--- config.mk ---
export PLATFORM = sky130hd
export DESIGN_NAME = oneshot_scheduler
export DESIGN_NICKNAME = d
export VERILOG_FILES = /design/src/rtl/oneshot_scheduler.sv
export SDC_FILE = /design/constraint.sdc
export NUM_CORES = 1
export LEC_CHECK = 0
export BUFFER_PORTS_ARGS = -buffer_cell sky130_fd_sc_hd__buf_2
export CAP_MARGIN = 20
export CORE_MARGIN = 1
export CORE_UTILIZATION = 54
export DETAILED_ROUTE_END_ITERATION = 8
export MAX_ROUTING_LAYER = met4
export PLACE_DENSITY_LB_ADDON = 0.1
export SLEW_MARGIN = 20
export SYNTH_ARGS = -nofsm -noshare
export SYNTH_HDL_FRONTEND = slang
export SYNTH_SLANG_ARGS = --single-unit
--- constraint.sdc ---
create_clock -name CLK -period 2 [get_ports CLK]
set_input_delay 0.4 -clock CLK [delete_from_list [all_inputs] [get_ports CLK]]
set_output_delay 0.4 -clock CLK [all_outputs]
set_load 0.05 [all_outputs]
--- src/rtl/oneshot_scheduler.sv ---
// Four-channel one-shot pulse generator sharing a single timer.
// Falling trigger edges queue requests; a round-robin arbiter grants one channel at a time.
module oneshot_scheduler #(
  parameter int COUNTS0 = 1000,
  parameter int COUNTS1 = 1000,
  parameter int COUNTS2 = 1000,
  parameter int COUNTS3 = 1000
) (
  input  logic       CLK,
  input  logic       RST_N,
  input  logic [3:0] TRG_N,
  input  logic [3:0] EN,
  output logic [3:0] OUT,
  output logic       BUSY,
  output logic [1:0] GNT
);

  localparam int MAX01 = (COUNTS0 > COUNTS1) ? COUNTS0 : COUNTS1;
  localparam int MAX23 = (COUNTS2 > COUNTS3) ? COUNTS2 : COUNTS3;
  localparam int MAXC  = (MAX01 > MAX23) ? MAX01 : MAX23;
  localparam int CW    = ($clog2(MAXC) < 1) ? 1 : $clog2(MAXC);

  localparam logic [CW-1:0] LAST0 = CW'(COUNTS0 - 1);
  localparam logic [CW-1:0] LAST1 = CW'(COUNTS1 - 1);
  localparam logic [CW-1:0] LAST2 = CW'(COUNTS2 - 1);
  localparam logic [CW-1:0] LAST3 = CW'(COUNTS3 - 1);

  typedef enum logic [1:0] {IDLE, RUN, GAP} state_t;

  state_t        state;
  logic [CW-1:0] cnt;
  logic [CW-1:0] last_cnt;
  logic [3:0]    prev;
  logic [3:0]    pending;
  logic [3:0]    detect;
  logic [3:0]    grant_clr;
  logic [1:0]    winner;
  logic          found;
  logic          any_pend;
  logic          armed;

  // The first edge after reset only samples TRG_N, so a line held low
  // across reset release is not mistaken for a falling edge.
  assign detect   = prev & ~TRG_N & EN & {4{armed}};
  assign any_pend = |pending;

  always_comb begin
    case (GNT)
      2'd0:    last_cnt = LAST0;
      2'd1:    last_cnt = LAST1;
      2'd2:    last_cnt = LAST2;
      default: last_cnt = LAST3;
    endcase
  end

  // Round-robin search starting one past the last granted channel.
  always_comb begin
    winner = GNT;
    found  = 1'b0;
    for (int k = 1; k <= 4; k++) begin
      if (!found && pending[2'(GNT + 2'(k))]) begin
        winner = 2'(GNT + 2'(k));
        found  = 1'b1;
      end
    end
  end

  assign grant_clr = (state == IDLE && any_pend) ? (4'b0001 << winner) : 4'b0000;

  always_ff @(posedge CLK or negedge RST_N) begin
    if (!RST_N) begin
      state   <= IDLE;
      cnt     <= '0;
      pending <= 4'b0000;
      prev    <= 4'b1111;
      armed   <= 1'b0;
      GNT     <= 2'd3;
      OUT     <= 4'b0000;
      BUSY    <= 1'b0;
    end else begin
      prev    <= TRG_N;
      armed   <= 1'b1;
      // A detect on the same edge as the grant wins over the clear.
      pending <= (pending & ~grant_clr) | detect;
      case (state)
        IDLE: begin
          if (any_pend) begin
            state <= RUN;
            GNT   <= winner;
            cnt   <= '0;
            OUT   <= 4'b0001 << winner;
            BUSY  <= 1'b1;
          end
        end
        RUN: begin
          if (cnt == last_cnt) begin
            state <= GAP;
            cnt   <= '0;
            OUT   <= 4'b0000;
          end else begin
            cnt <= cnt + 1'b1;
          end
        end
        GAP: begin
          state <= IDLE;
          cnt   <= '0;
          BUSY  <= 1'b0;
        end
        default: begin
          state <= IDLE;
          cnt   <= '0;
          OUT   <= 4'b0000;
          BUSY  <= 1'b0;
        end
      endcase
    end
  end

endmodule

Word level (Yosys, flattened, before mapping)
Index checks and enable logic that the tools add are counted.
- add/sub/neg operators: 4
- order comparisons: 4
- shift operators: 1
- reduce and logical (&&, ||, !) cells: 13
- mux-type cells: 27
- eq/ne operators: 5
- bitwise operators: 9
- operator list (operator ; number):
    $mux 10 ; 2
    $pmux 10 s2 ; 1
    $and 4x4->4 ; 4
    $lt 2x3->1 const B ; 4
    $mux 2 ; 6
    $mux 4 ; 3
    $pmux 4 s3 ; 1
    $add 10x1->10 const B ; 1
    $eq 10x10->1 const B ; 1
    $bmux 1 s2 ; 4
    $mux 1 ; 8
    $not 4->4 ; 2
    $reduce_and 2->1 ; 3
    $add 2x2->2 const B ; 2
    $logic_and 1x1->1 ; 4
    $ne 2x2->1 const B ; 2
    $or 4x4->4 ; 1
    $pmux 2 s2 ; 1
    $reduce_or 4->1 ; 1
    $shl 1x2->4 const A ; 1
    $logic_not 1->1 ; 3
    $reduce_and 3->1 ; 1
    $add 2x1->2 const B ; 1
    $eq 2x1->1 const B ; 1
    4 further kinds ; 5
- flip-flop bits (word level): 28
- input bits: 10
- output and inout bits: 7
- word-level logic and storage cells: 71

Longest topological paths before layout
- depth in word-level cells: 18
- gate-level depth with buffers: 6
- mapped depth without buffers: 5

Worst setup path before layout
Ideal clock, no wire load.
- kind: register to register
- from: register GNT[0]
- to: register OUT[1]
- setup time: 122 ps
- slack: 317 ps
- stages on the path, launching flop included: 5
- buffers on the path: 0
- arrival: 1561 ps
- clock period less this slack: 1683 ps
- data required time: 1878 ps
- path through: dfstp_2 nand2b_1 o21ai_1 a221o_1 a32o_1
- cells in the longest elaborated chain, start to end: 16
- elaborated cells between the ends (all ways): 27
- classes of those cells: add/sub (3); shift (1); mux (17); reduce/logical (6)
- RTL lines (item ; line ; RTL):
    start, declared ; 15 ; output logic [1:0] GNT
    start signal, assigned ; 89 ; GNT <= winner;
    $add 2x1->2 ; 61, 62 ;
    $bmux 1 s2 ; 61 ; if (!found && pending[2'(GNT + 2'(k))]) begin
    $mux 1 (implied by the code) ; 61 ;
    $mux 1 ; 61 ;
    $logic_not 1->1 ; 61 ;
    $logic_and 1x1->1 ; 61 ;
    $mux 1 ; 61 ;
    $logic_not 1->1 ; 61 ;
    $logic_and 1x1->1 ; 61 ;
    $mux 1 ; 61 ;
    $logic_not 1->1 ; 61 ;
    $logic_and 1x1->1 ; 61 ;
    $mux 2 (*) ; 61 ;
    $shl 1x2->4 (*) ; 91 ; OUT <= 4'b0001 << winner;
    $mux 4 (*) ; 87 ; if (any_pend) begin
    $pmux 4 s3 (*) ; 85 ; case (state)
    end signal, assigned ; 91 ;
    end, declared ; 13 ; output logic [3:0] OUT,
Every way passes the cells marked *; elsewhere a longest branch is shown, timed or not. The select of a mux whose other input is x is not followed.
A chain may end at the register's enable or synchronous reset.

Worst setup path after layout
- from: register cnt[0]
- to: register cnt[7]
- cells in the longest elaborated chain, start to end: 3
- elaborated cells between the ends (all ways): 4
- classes of those cells: add/sub (1); eq/ne (1); mux (2)
- RTL lines (item ; line ; RTL):
    start, declared ; 31 ; logic [CW-1:0] cnt;
    start signal, assigned ; 101 ; cnt <= cnt + 1'b1;
    $add 10x1->10 or $eq 10x10->1 (tied branches) ; 101, 96 ;
    $mux 10 (*) ; 96 ; if (cnt == last_cnt) begin
    $pmux 10 s2 (*) ; 85 ;
Every way passes the cells marked *; elsewhere a longest branch is shown, timed or not.

==> metrics.cfg <==
[die]
fp.dieW_um=53.0
core_area_um2=2480
dieArea_um2=2810
die_h_um=53.0
rows=18
start_util_pct=56.7
pin_count=17

[route]
post_drt_wl_per_cell_um=15.6
wl_um=2860
vias_per_cell=6.14
drcViolationCount=0
vias=1123
drtAntennaViolNets=0
drt_iter0_drc=20
dr.pass1.iters=4

[clocking]
cts_buffers=3
cts_resized=0
cts_buffer_depth=2
clk-insertion-delay-late_ps=340
clock-sinks=28
cts_hold_buf=0
cts_root_buffer=clkbuf_4
cts_tree=done
clk_pin_slew_ps=150
post_cts_buffers=0
htreeDepth=1

[final_layout]
nFillCells=211
area_growth_pct=10.6
final-seq-area_um2=708
multi_input_area_um2=663
fin_cells=183
layout.nets=165
drive_above_1_share_pct=22.2
antenna_cells=0

[logic_synthesis]
ys.flop_type=dfrtp_1
synth-edff-count=0
yosys_warnings=0
syn_inst=136
ys_ff_latch=28
yosysSeqAreaShare_pct=50.4
avgSynthCellArea_um2=10.3
ys_types=43
synth_nets=147
netlist_area_um2=1400
postSynth.asyncResetShare_pct=100

[global_route]
use_met3_pct=3.16
antenna_found_initial=0
grt_max_degree=29
track_usage_pct=24.8
gr-usage-met1_pct=32.4
grt_pass1_vias=1061
grt_use_met2_pct=37.6
busiest_layer=met2
gr-total-overflow=0
grt_pass1_wl_um=4770

[critical_path]
cp_num_buf_inv=0
cp_top_family=compound AO/OA/AOI/OAI gates
cp.depth=5
critPathRequiredTime_ps=2260
worstRegToRegCells=5
startpoint=cnt[0]
crit_path_top_delay_cell=o31ai_4
crit_chain=ha_1, nand4b_1, o31ai_4, o21ai_1, a21o_1
critPathLaunchType=flop
path_class=flop to flop
cpPeakStageDelay_ps=500
cp_max_fo=11
cp-end-kind=flop
arrival_ps=2050
worstReg2RegStart=cnt[0]

[sta]
slew_violations=0
worstMarginPinSlew_ps=593
layout_min_cycle_time_ps=1800
skew_ps=4.79
maxSlewHeadroom_pct=60.5
timing.final.crit_share_pct=89.8
fmax_mhz=556
grt_setup_unrepaired=no
finalHoldViolCount=0
setup_viol=0
fin_setup_tns_ps=0

[placement]
routabilityCongestion=0.883
dp.cells=179
dp_hpwl_um=2110
portBuffers=16

[pwr]
ir_drop_v=0.000908
p_leak_nw=0.680
p_per_area_nw_per_um2=1430
power_mw=2.22

[outcome]
outcome=finished, final reports clean

[job]
cap_violations=0

[min_path]
min_path_type=input port to async pin

## area by class of cell
cell class                      instances  share of cell area [%]
Tap cell                               30                    2.42
Clock inverter                          1                    1.93
Timing Repair Buffer                   16                    5.16
Inverter                                3                   0.725
Clock buffer                            3                    1.45
Multi-Input combinational cell        102                    42.7
Sequential cell                        28                    45.6
## kinds of logic after synthesis
logic type      count (synthesis)  synth area share [%]
compound gates                 38                  19.3
mux                             1                 0.713
flops                          28                  50.4
simple gates                   61                  26.1
buf+inv                         6                  2.32
fa+ha+maj                       1                 0.891
other cells                     1                 0.267
## state kept, by name, indices dropped and copies added (netlist names)
name     flops
prev         4
pending      4
GNT          2
state        2
armed        1
BUSY         1
cnt         10
OUT          4
## report_power, final
| part | switching [mW] | total [mW] | internal (mW) | leakage, nW |
|---|---|---|---|---|
| Sequential | 0.207 | 0.943 | 0.736 | 0.335 |
| Clock | 0.178 | 0.381 | 0.203 | 0.0279 |
| Combinational | 0.590 | 0.894 | 0.305 | 0.317 |
| Total | 0.975 | 2.22 | 1.24 | 0.680 |
## final timing paths
check                               end  slack (ps)
worst max-delay path             cnt[7]         200
worst min-delay path             OUT[2]          30
max in group asynchronous       prev[1]        1580
worst max register to register   cnt[7]         200
worst min register to register   OUT[0]         510
min in group CLK                prev[3]         140
## through the flow
stage | cell area, um^2 | util (%) | setup slack (ps) | hold slack, ps
3_5_place_dp | 1500 | 60.6 | 249 | 437
4_1_cts | 1550 | 62.7 | 239 | 44.3
2_1_floorplan | 1400 | - | 317 | 104
3_3_place_gp | 1500 | 60.6 | 362 | 433
6_report | 1550 | 62.7 | 203 | 32.1
5_1_grt | 1550 | 62.7 | 73.3 | 75.7
## per-layer routing
| layer | routed length [um] | share of wire, % |
|---|---|---|
| met4 | 59 | 2.1 |
| met5 | 0 | 0 |
| met1 | 1310 | 46 |
| met3 | 144 | 5.0 |
| met2 | 1340 | 47 |
## worst reg2reg max path: cells and delay by family (launching register included)
kind | cells | cell delay, ps
flops | 1 | 430
fa+ha+maj | 1 | 230
simple gates | 1 | 190
compound gates | 3 | 860
## Yosys cell counts (all sizes together) (2+ instances only)
cell type / instances / area, um^2
dfrtp: 22 / 551
nand2: 19 / 78.8
o21ai: 13 / 65.1
nand2b: 7 / 43.8
nor2: 7 / 26.3
a21oi: 6 / 30.0
dfstp: 6 / 158
nor3: 5 / 30.0
nand4: 4 / 40.0
a21o: 3 / 22.5
inv: 3 / 11.3
nand3: 3 / 15.0
nand4b: 3 / 26.3
nor4: 3 / 33.8
a211oi: 2 / 15.0
a32o: 2 / 20.0
and2: 2 / 12.5
and4b: 2 / 20.0
buf: 2 / 16.3
o211ai: 2 / 15.0
o21a: 2 / 15.0
o2bb2ai: 2 / 17.5
or2: 2 / 12.5
## layout by cell type (no fill, tap or decap), types with 2 or more instances in the layout
cell type   n
inv_1       3
or2_2       2
clkbuf_4    3
a32o_1      2
a211oi_1    2
dfrtp_1    22
o21a_1      2
o21ai_1     4
and2_1      2
nand4_1     3
dfstp_2     6
nand4b_1    3
buf_2      16
nor4_1      2
nor3_1      4
nand2b_1    7
a21o_1      3
o2bb2ai_1   2
o211ai_1    2
a21oi_1     6
and4b_1     2
o21ai_0     9
nor2_1      7
nand3_1     3
nand2_1    18
Power figures use the tool's default switching activity.
